<file path="src/rtl/alarm_ctrl_if.sv">
// Signal bundle between the timekeeping/button logic and the alarm
// sequencing controller. The master side supplies time, buttons and
// settings; the slave side (the controller) returns tone enable and status.
interface alarm_ctrl_if;
  logic       sec_tick;
  logic [4:0] cur_hr;
  logic [5:0] cur_min;
  logic [5:0] cur_sec;
  logic       arm;
  logic       inc_hr;
  logic       inc_min;
  logic       snooze;
  logic       stop;
  logic       alarm_enable;
  logic [4:0] alarm_hr;
  logic [5:0] alarm_min;
  logic       snoozing;
  logic [1:0] snooze_left;

  modport master (
    output sec_tick, cur_hr, cur_min, cur_sec, arm,
    output inc_hr, inc_min, snooze, stop,
    input  alarm_enable, alarm_hr, alarm_min, snoozing, snooze_left
  );

  modport slave (
    input  sec_tick, cur_hr, cur_min, cur_sec, arm,
    input  inc_hr, inc_min, snooze, stop,
    output alarm_enable, alarm_hr, alarm_min, snoozing, snooze_left
  );
endinterface

</file>
<file path="src/rtl/alarm_ctrl.sv">
// Alarm sequencing controller. Holds the programmable alarm time, compares
// it with the running clock once per second and sequences ringing, snooze,
// stop, disarm and the ring auto-timeout. alarm_enable drives the tone
// generator enable directly, so it comes straight from a flop.
module alarm_ctrl #(
  parameter int RING_SEC       = 60,
  parameter int SNOOZE_SEC     = 300,
  parameter int MAX_SNOOZE     = 3,
  parameter int ALARM_HR_INIT  = 6,
  parameter int ALARM_MIN_INIT = 30
) (
  input  logic         clk,
  input  logic         rst_n,
  alarm_ctrl_if.slave  bus
);

  // Timers count 0..LIMIT-1; the tick that would reach LIMIT causes the
  // transition instead, so the counter never has to hold LIMIT itself.
  localparam int RING_W = (RING_SEC   > 1) ? $clog2(RING_SEC)   : 1;
  localparam int SNZ_W  = (SNOOZE_SEC > 1) ? $clog2(SNOOZE_SEC) : 1;

  localparam logic [RING_W-1:0] RING_LAST = RING_W'(RING_SEC - 1);
  localparam logic [RING_W-1:0] RING_ONE  = RING_W'(1);
  localparam logic [SNZ_W-1:0]  SNZ_LAST  = SNZ_W'(SNOOZE_SEC - 1);
  localparam logic [SNZ_W-1:0]  SNZ_ONE   = SNZ_W'(1);
  localparam logic [1:0]        SNZ_FULL  = 2'(MAX_SNOOZE);
  localparam logic [4:0]        HR_INIT   = 5'(ALARM_HR_INIT);
  localparam logic [5:0]        MIN_INIT  = 6'(ALARM_MIN_INIT);

  typedef enum logic [1:0] {
    IDLE    = 2'd0,
    ARMED   = 2'd1,
    RINGING = 2'd2,
    SNOOZE  = 2'd3
  } state_t;

  state_t            state;
  logic [RING_W-1:0] ring_timer;
  logic [SNZ_W-1:0]  snz_timer;
  logic [1:0]        snooze_left_q;
  logic [4:0]        alarm_hr_q;
  logic [5:0]        alarm_min_q;
  logic              alarm_enable_q;
  logic              snoozing_q;

  logic              time_match;
  logic              ring_expired;
  logic              snz_expired;
  logic              edit_ok;
  logic              snooze_avail;

  // Match fires only on the tick of second 0, so a stopped alarm cannot
  // retrigger later in the same minute.
  assign time_match   = bus.sec_tick && (bus.cur_sec == 6'd0) &&
                        (bus.cur_hr == alarm_hr_q) && (bus.cur_min == alarm_min_q);
  assign ring_expired = bus.sec_tick && (ring_timer == RING_LAST);
  assign snz_expired  = bus.sec_tick && (snz_timer == SNZ_LAST);
  assign edit_ok      = (state == IDLE) || (state == ARMED);
  assign snooze_avail = (snooze_left_q != 2'd0);

  // Sequencing FSM; outputs are set alongside each state change so they
  // always reflect the state being entered.
  always_ff @(posedge clk or negedge rst_n) begin
    if (!rst_n) begin
      state          <= IDLE;
      ring_timer     <= '0;
      snz_timer      <= '0;
      snooze_left_q  <= SNZ_FULL;
      alarm_enable_q <= 1'b0;
      snoozing_q     <= 1'b0;
    end else if (!bus.arm) begin
      // Disarm overrides everything else and returns to a clean slate.
      state          <= IDLE;
      ring_timer     <= '0;
      snz_timer      <= '0;
      snooze_left_q  <= SNZ_FULL;
      alarm_enable_q <= 1'b0;
      snoozing_q     <= 1'b0;
    end else begin
      // NOTE: non-blocking assignments here, so every branch reads the
      // pre-edge values of state, timers and the alarm time.
      case (state)
        IDLE: begin
          state <= ARMED;
        end

        ARMED: begin
          if (time_match) begin
            state          <= RINGING;
            ring_timer     <= '0;
            alarm_enable_q <= 1'b1;
          end
        end

        RINGING: begin
          if (bus.stop) begin
            state          <= ARMED;
            ring_timer     <= '0;
            snz_timer      <= '0;
            snooze_left_q  <= SNZ_FULL;
            alarm_enable_q <= 1'b0;
          end else if (bus.snooze && snooze_avail) begin
            state          <= SNOOZE;
            snz_timer      <= '0;
            snooze_left_q  <= snooze_left_q - 2'd1;
            alarm_enable_q <= 1'b0;
            snoozing_q     <= 1'b1;
          end else if (ring_expired) begin
            state          <= ARMED;
            ring_timer     <= '0;
            snooze_left_q  <= SNZ_FULL;
            alarm_enable_q <= 1'b0;
          end else if (bus.sec_tick) begin
            ring_timer <= ring_timer + RING_ONE;
          end
        end

        SNOOZE: begin
          if (bus.stop) begin
            state         <= ARMED;
            ring_timer    <= '0;
            snz_timer     <= '0;
            snooze_left_q <= SNZ_FULL;
            snoozing_q    <= 1'b0;
          end else if (snz_expired) begin
            state          <= RINGING;
            ring_timer     <= '0;
            snz_timer      <= '0;
            alarm_enable_q <= 1'b1;
            snoozing_q     <= 1'b0;
          end else if (bus.sec_tick) begin
            snz_timer <= snz_timer + SNZ_ONE;
          end
        end

        default: begin
          state          <= IDLE;
          ring_timer     <= '0;
          snz_timer      <= '0;
          snooze_left_q  <= SNZ_FULL;
          alarm_enable_q <= 1'b0;
          snoozing_q     <= 1'b0;
        end
      endcase
    end
  end

  // Alarm-time editing, allowed only while not ringing or snoozing. A match
  // in the same cycle still sees the old value because it is registered.
  always_ff @(posedge clk or negedge rst_n) begin
    if (!rst_n) begin
      alarm_hr_q  <= HR_INIT;
      alarm_min_q <= MIN_INIT;
    end else if (edit_ok) begin
      if (bus.inc_hr) begin
        alarm_hr_q <= (alarm_hr_q == 5'd23) ? 5'd0 : alarm_hr_q + 5'd1;
      end
      // Minute wrap deliberately does not carry into the hour.
      if (bus.inc_min) begin
        alarm_min_q <= (alarm_min_q == 6'd59) ? 6'd0 : alarm_min_q + 6'd1;
      end
    end
  end

  assign bus.alarm_enable = alarm_enable_q;
  assign bus.snoozing     = snoozing_q;
  assign bus.snooze_left  = snooze_left_q;
  assign bus.alarm_hr     = alarm_hr_q;
  assign bus.alarm_min    = alarm_min_q;

endmodule
</file>
<file path="src/flat_wrapper.sv">
// flat-port wrapper written by rule: the top's interface ports become plain ports
module alarm_ctrl_flat 
#(
  parameter int RING_SEC       = 60,
  parameter int SNOOZE_SEC     = 300,
  parameter int MAX_SNOOZE     = 3,
  parameter int ALARM_HR_INIT  = 6,
  parameter int ALARM_MIN_INIT = 30
)
  (clk, rst_n, bus_sec_tick, bus_cur_hr, bus_cur_min, bus_cur_sec, bus_arm, bus_inc_hr, bus_inc_min, bus_snooze, bus_stop, bus_alarm_enable, bus_alarm_hr, bus_alarm_min, bus_snoozing, bus_snooze_left);
  alarm_ctrl_if bus_i ();
  input  logic clk;
  input  logic rst_n;
  input wire logic [$bits(bus_i.sec_tick)-1:0] bus_sec_tick;
  input wire logic [$bits(bus_i.cur_hr)-1:0] bus_cur_hr;
  input wire logic [$bits(bus_i.cur_min)-1:0] bus_cur_min;
  input wire logic [$bits(bus_i.cur_sec)-1:0] bus_cur_sec;
  input wire logic [$bits(bus_i.arm)-1:0] bus_arm;
  input wire logic [$bits(bus_i.inc_hr)-1:0] bus_inc_hr;
  input wire logic [$bits(bus_i.inc_min)-1:0] bus_inc_min;
  input wire logic [$bits(bus_i.snooze)-1:0] bus_snooze;
  input wire logic [$bits(bus_i.stop)-1:0] bus_stop;
  output wire logic [$bits(bus_i.alarm_enable)-1:0] bus_alarm_enable;
  output wire logic [$bits(bus_i.alarm_hr)-1:0] bus_alarm_hr;
  output wire logic [$bits(bus_i.alarm_min)-1:0] bus_alarm_min;
  output wire logic [$bits(bus_i.snoozing)-1:0] bus_snoozing;
  output wire logic [$bits(bus_i.snooze_left)-1:0] bus_snooze_left;
  assign bus_i.sec_tick = bus_sec_tick;
  assign bus_i.cur_hr = bus_cur_hr;
  assign bus_i.cur_min = bus_cur_min;
  assign bus_i.cur_sec = bus_cur_sec;
  assign bus_i.arm = bus_arm;
  assign bus_i.inc_hr = bus_inc_hr;
  assign bus_i.inc_min = bus_inc_min;
  assign bus_i.snooze = bus_snooze;
  assign bus_i.stop = bus_stop;
  assign bus_alarm_enable = bus_i.alarm_enable;
  assign bus_alarm_hr = bus_i.alarm_hr;
  assign bus_alarm_min = bus_i.alarm_min;
  assign bus_snoozing = bus_i.snoozing;
  assign bus_snooze_left = bus_i.snooze_left;
  alarm_ctrl #(.RING_SEC(RING_SEC), .SNOOZE_SEC(SNOOZE_SEC), .MAX_SNOOZE(MAX_SNOOZE), .ALARM_HR_INIT(ALARM_HR_INIT), .ALARM_MIN_INIT(ALARM_MIN_INIT)) u_core (.clk(clk), .rst_n(rst_n), .bus(bus_i));
endmodule
</file>
<file path="config.mk">
export PLATFORM = sky130hd
export DESIGN_NAME = alarm_ctrl_flat
export DESIGN_NICKNAME = d
export VERILOG_FILES = /design/src/rtl/alarm_ctrl_if.sv /design/src/rtl/alarm_ctrl.sv /design/src/flat_wrapper.sv
export SDC_FILE = /design/constraint.sdc
export NUM_CORES = 1
export LEC_CHECK = 0
export ABC_AREA = 1
export BUFFER_PORTS_ARGS = -buffer_cell sky130_fd_sc_hd__buf_2
export CORE_ASPECT_RATIO = 0.5
export CORE_MARGIN = 2
export CORE_UTILIZATION = 45
export CTS_CLUSTER_DIAMETER = 80
export CTS_CLUSTER_SIZE = 24
export DETAILED_ROUTE_END_ITERATION = 12
export PLACE_DENSITY = 0.67
export SYNTH_ARGS = -nofsm -noshare
export SYNTH_HDL_FRONTEND = slang
export SYNTH_SLANG_ARGS = --single-unit
</file>
<file path="constraint.sdc">
create_clock -name clk -period 2.6 [get_ports clk]
set_input_delay 0.52 -clock clk [delete_from_list [all_inputs] [get_ports clk]]
set_output_delay 0.52 -clock clk [all_outputs]
set_load 0.02 [all_outputs]
</file>
## After elaboration in Yosys (flattened, before gate mapping)

Index checks and enable logic that the tools add are counted.

| storage, ports and cells | value |
|---|---|
| logic and storage cells | 100 |
| register bits after elaboration | 32 |
| output and inout bits | 15 |
| bits of input ports | 25 |

| cells by class | value |
|---|---|
| add/subtract/negate cells | 5 |
| eq/ne operators | 23 |
| mux-type cells | 46 |
| reductions and logical operators | 18 |

Operators with widths:

| cell | number |
|---|---|
| two-way mux 6 bit | 9 |
| two-way mux 9 bit | 6 |
| two-way mux 2 bit | 12 |
| one-hot mux 6 bit (3 select lines) | 1 |
| one-hot mux 9 bit (2 select lines) | 1 |
| adder 6 x 1 -> 6 bit (second input constant) | 2 |
| equality test 6 bit (second input constant) | 2 |
| two-way mux 1 bit | 12 |
| != test 5 x 4 -> 1 bit (second input constant) | 2 |
| AND reduction 5 bit | 2 |
| adder 9 x 1 -> 9 bit (second input constant) | 1 |
| equality test 9 bit (second input constant) | 1 |
| != test 3 x 2 -> 1 bit (second input constant) | 3 |
| != test 3 bit (second input constant) | 3 |
| AND reduction 3 bit | 3 |
| != test 4 x 3 -> 1 bit (second input constant) | 2 |
| one-hot mux 2 bit (4 select lines) | 1 |
| equality test 6 bit | 1 |
| logical AND 1 bit | 6 |
| logical NOT 6 bit | 1 |
| adder 5 x 1 -> 5 bit (second input constant) | 1 |
| equality test 5 bit | 1 |
| equality test 5 bit (second input constant) | 1 |
| two-way mux 5 bit | 1 |
| other kinds (15) | 17 |

## Logic depth before layout (Yosys ltp)

| depth | value |
|---|---|
| word-level depth | 7 |
| depth in mapped cells | 12 |

## Worst setup path after synthesis

Ideal clock, no wire load.

| timing path | value |
|---|---|
| path kind | register to register |
| start | reg u_core.snooze_left_q[0] (netlist: u_core.bus.snooze_left[0]) |
| end | reg u_core.snz_timer[2] |
| stages on the path, launching flop included | 11 |
| library setup time | 120 ps |
| clock period less this slack | 1596 ps |
| data arrival time | 1476 ps |
| path buffers | 0 |
| path slack | 1004 ps |
| data required time | 2480 ps |
| cells stage by stage | dfstp_2 > inv_1 > ha_1 > inv_1 > nand2_1 > nand3_2 > nand3_4 > inv_2 > nand2_1 > nand2_1 > a21oi_1 |

| between the ends | value |
|---|---|
| cells in the longest elaborated chain, start to end | 4 |

Ends and longest elaborated chain:

| element | line | source |
|---|---|---|
| start: declaration | alarm_ctrl.sv:40 | `logic [1:0] snooze_left_q;` |
| start signal: assignment | alarm_ctrl.sv:105 | `snooze_left_q <= snooze_left_q - 2'd1;` |
| nonzero test 2 bit | alarm_ctrl.sv:59 | `assign snooze_avail = (snooze_left_q != 2'd0);` |
| logical AND 1 bit | alarm_ctrl.sv:102 | `end else if (bus.snooze && snooze_avail) begin` |
| != test 4 x 3 -> 1 bit (no line) | n/a |  |
| AND reduction 3 bit (no line) | n/a |  |
| end signal: assignment | alarm_ctrl.sv:132 | `snz_timer <= snz_timer + SNZ_ONE;` |
| end: declaration | alarm_ctrl.sv:39 | `logic [SNZ_W-1:0] snz_timer;` |

No other way between the ends.
A chain may end at the register's enable or synchronous reset.

## Worst setup path in the final report

| timing path | value |
|---|---|
| start | reg u_core.alarm_min_q[1] (netlist: u_core.bus.alarm_min[1]) |
| end | reg u_core.ring_timer[5] |

| between the ends | value |
|---|---|
| cells in the longest elaborated chain, start to end | 4 |

Ends and longest elaborated chain:

| element | line | source |
|---|---|---|
| start: declaration | alarm_ctrl.sv:42 | `logic [5:0] alarm_min_q;` |
| start signal: assignment | alarm_ctrl.sv:160 | `alarm_min_q <= (alarm_min_q == 6'd59) ? 6'd0 : alarm_min_q + 6'd1;` |
| equality test 6 bit | alarm_ctrl.sv:55 | `(bus.cur_hr == alarm_hr_q) && (bus.cur_min == alarm_min_q);` |
| logical AND 1 bit | alarm_ctrl.sv:55 |  |
| != test 3 x 2 -> 1 bit (no line) | n/a |  |
| AND reduction 5 bit (no line) | n/a |  |
| end signal: assignment | alarm_ctrl.sv:114 | `ring_timer <= ring_timer + RING_ONE;` |
| end: declaration | alarm_ctrl.sv:38 | `logic [RING_W-1:0] ring_timer;` |

No other way between the ends.

==> run_results.csv <==
group,metric,value,unit
floorplanning,die_h,52.2,um
drt,drtPass1Iterations,4,
pwr,power.density,877,nW/um^2
sta,worstMarginPinSlew,720,ps
clock_tree,postCtsHoldBufs,0,
pwr,vdd.ir_drop.worst,315,uV
floorplanning,die_x,100,um
synth,synth_largest_area_cell,"dfrtp_1",
pwr,swShare,40.6,%
drt,route.detailed.wl_per_inst,10.8,um
status,status,"finished, final reports clean",
sta,finalSetupTns,0,ps
grt,grt_max_degree,33,
sta,maxSlewViolCount,0,
floorplanning,core-area,4450,um^2
grt,grt_pass1_vias,1755,
pwr,intPower,1290,uW
cells_and_area,final_nets,369,
sta,max_freq,0.547,GHz
synth,synth_mux_area_share,0,%
worst_setup_path,cp_data_arrival_time,2000,ps
cells_and_area,diodes,0,
drt,routed-via-count,1932,
cells_and_area,seqCellArea,811,um^2
synth,synth_fp_nets,325,
synth,seq_area_frac_synth,38.7,%
synth,syn_inst,295,
cells_and_area,fillers,430,
sta,fin_skew,7.37,ps
clock_tree,cts_tree,"yes",
synth,synth_area_leaders,"dfrtp_1, nand2_1, dfstp_2",
cells_and_area,area_delta_synth_final,17.9,%
cells_and_area,layout-drive-gt1-share,20.9,%
worst_setup_path,r2r_end,"u_core.ring_timer[5]",
pwr,clkPwrFrac,24.0,%
min_path,min_path_type,"in2async",
sta,fin_crit,1830,ps
pwr,p_leak,0.00131,uW
cells_and_area,multi_input_area,1080,um^2
sta,whs,290,ps
synth,synth_seq_cells,32,
pwr,pwr-share-seq,37.1,%
drt,postRouteAntennaNets,0,
sta,post-route-period-util,70.3,%
sta,slew_headroom,52.0,%
clock_tree,clockRootBuffer,"clkbuf_8",
synth,yosysTopAreaCellShare,28.7,%
placed_design,port_buffers,39,
synth,synth_area_per_cell,7.10,um^2
placed_design,place_hpwl,3340,um
floorplanning,dieArea,5250,um^2
floorplanning,io_pins,40,
worst_setup_path,startpoint_type,"flop",
clock_tree,cts.path.max_buffers,2,
sta,grt_setup_unrepaired,"no",
clock_tree,cts_made_buffers,5,
placed_design,place_congestion,0.872,
drt,vias_per_cell,4.87,
worst_setup_path,cp.required,2770,ps
clock_tree,clk_transition_reported_paths,70,ps
synth,synth_xor_area_share,4.60,%
worst_setup_path,worst-path-max-fanout,11,
worst_setup_path,rr_worst_depth,11,
drt,finalWirelength,4300,um
drt,wl_met3,184,um
synth,syn_area,2090,um^2
drt,top_layer,"met4",
grt,track_usage,18.4,%
pwr,switching_power,878,uW
worst_setup_path,ff2ff_setup_slack,770,ps
drt,met2_length,1960,um
grt,grt_pass1_wl,7510,um
floorplanning,initial_core_util,47.1,%
synth,yosysUniqueCellTypes,33,
pwr,pwr-share-comb,38.9,%
synth,yosysWarningCount,0,
grt,antenna_found_initial,0,
clock_tree,clock_sinks,32,
drt,drtIter0Drc,63,
worst_setup_path,r2r-start,"u_core.bus.alarm_min[1]",
synth,synth_adder_area_share,2.99,%
synth,synth_top_family_by_area,"simple AND/OR/NAND/NOR gates",
sta,finalSetupViolCount,0,
floorplanning,rows,17,
clock_tree,cts_setup_buffers,0,
drt,drc_errors,0,
worst_setup_path,crit_type,"reg2reg",
clock_tree,clock_latency,280,ps
drt,wl_met1,2120,um
worst_setup_path,end_kind,"flop",
clock_tree,htree_levels,2,
clock_tree,cts.repair.resized,0,
job,cap_violations,0,
grt,grt_overflow,0,
synth,synth_compound_area_share,7.83,%
synth,yosys.area_share.simple,36.0,%
sta,hold_violations,0,
==> power groups by stage <==
stage	sequential [uW]	clock [uW]	combinational, uW
5_1_grt	828	560	965
4_1_cts	802	539	854
3_5_place_dp	809	0	851
6_report	803	519	843
2_1_floorplan	908	0	509
3_3_place_gp	805	0	833
==> cell type report <==
type                            instances  area share [%]
Clock buffer                            7            3.90
Tap cell                               57            2.89
Sequential cell                        32            32.8
Timing Repair Buffer                   39            7.91
Inverter                               50            7.60
Multi-Input combinational cell        211            43.6
Clock inverter                          1            1.22
==> state kept, by name, indices dropped and copies added, names as in the netlist <==
register	flops
u_core.snz_timer	9
u_core.bus.alarm_min	6
u_core.ring_timer	6
u_core.bus.alarm_hr	5
u_core.bus.snooze_left	2
u_core.state	2
u_core.bus.alarm_enable	1
u_core.bus.snoozing	1
==> worst max path at each step <==
| stage | from | end | slack, ps | cells after the start |
|---|---|---|---|---|
| CTS | u_core.bus.alarm_min[1] | u_core.ring_timer[1] | 740 | 11 |
| global placement | bus_cur_sec[2] | u_core.ring_timer[4] | 770 | 11 |
| floorplan | u_core.bus.snooze_left[0] | u_core.snz_timer[2] | 1000 | 10 |
| detailed placement | bus_sec_tick | u_core.state[1] | 720 | 8 |
| global route | u_core.bus.alarm_hr[2] | u_core.ring_timer[4] | 580 | 11 |
| finish | u_core.bus.alarm_min[1] | u_core.ring_timer[5] | 770 | 11 |
==> per-stage QoR <==
| step | worst slack, ps | util, % | total power [uW] | instance area [um^2] | instances |
|---|---|---|---|---|---|
| 2_1_floorplan | 1000 | - | 1420 | 2090 | 295 |
| 6_report | 772 | 55.5 | 2170 | 2470 | 397 |
| 3_3_place_gp | 771 | 52.7 | 1640 | 2340 | 389 |
| 5_1_grt | 582 | 55.5 | 2350 | 2470 | 397 |
| 3_5_place_dp | 720 | 52.7 | 1660 | 2340 | 389 |
| 4_1_cts | 744 | 55.5 | 2190 | 2470 | 397 |
==> layer usage <==
metal  vias up  track usage [%]
li1       1027                -
met1       859             22.9
met2        43             32.1
met3         3             4.13
met4         0             6.85
met5         -                0
==> worst max-delay path, stage by stage (launching register included) <==
cell and delay [ps]:
dfstp_2 550, inv_1 70, nand2_1 60, nand2_1 50, nor2_1 120, nand2_1 70, nor2_1 110, nand2_1 80
nand2_1 270, nand3_2 190, nand2_1 100, nand2_1 50
==> cell usage in the layout, fill, tap and decap left out, drive strengths merged <==
cell    Yosys  routed
dfrtp      24      24
a22oi       1       1
ha          5       5
inv        50      50
bufinv      0       1
clkbuf      0       7
a21oi      11      11
dfstp       8       8
o31ai       1       1
or2         1       1
nor3        7       7
nor4        2       2
o311ai      1       1
nor2       38      38
nand2      85      85
xnor2       6       6
a22o        1       1
nand4      12      12
buf         2      39
o22ai       2       2
xor2        5       5
nor3b       2       2
nand3      19      19
o21ai      12      12
==> cells by family after synthesis <==
group	Yosys count
flops	32
simple gates	166
fa+ha+maj	5
buf+inv	52
xor+xnor	11
compound gates	29
==> Yosys cell counts <==
master / number
nor2_2: 3
dfrtp_1: 24
nor3_1: 6
nor3_2: 1
nor4_1: 1
buf_4: 1
xor2_1: 5
ha_1: 5
a21oi_1: 11
inv_2: 4
a22o_1: 1
nand4_1: 12
nand3_4: 1
nor2_4: 1
dfstp_2: 8
xnor2_1: 6
nor3b_1: 2
o31ai_1: 1
inv_1: 46
o22ai_1: 2
nor2_1: 34
nand3_1: 16
o311ai_0: 1
o21ai_1: 1
nand3_2: 2
nor4_2: 1
a22oi_1: 1
o21ai_2: 1
or2_4: 1
nand2_1: 84
nand2_2: 1
buf_6: 1
o21ai_0: 10
Note: power is estimated with default switching activity, not from simulation.
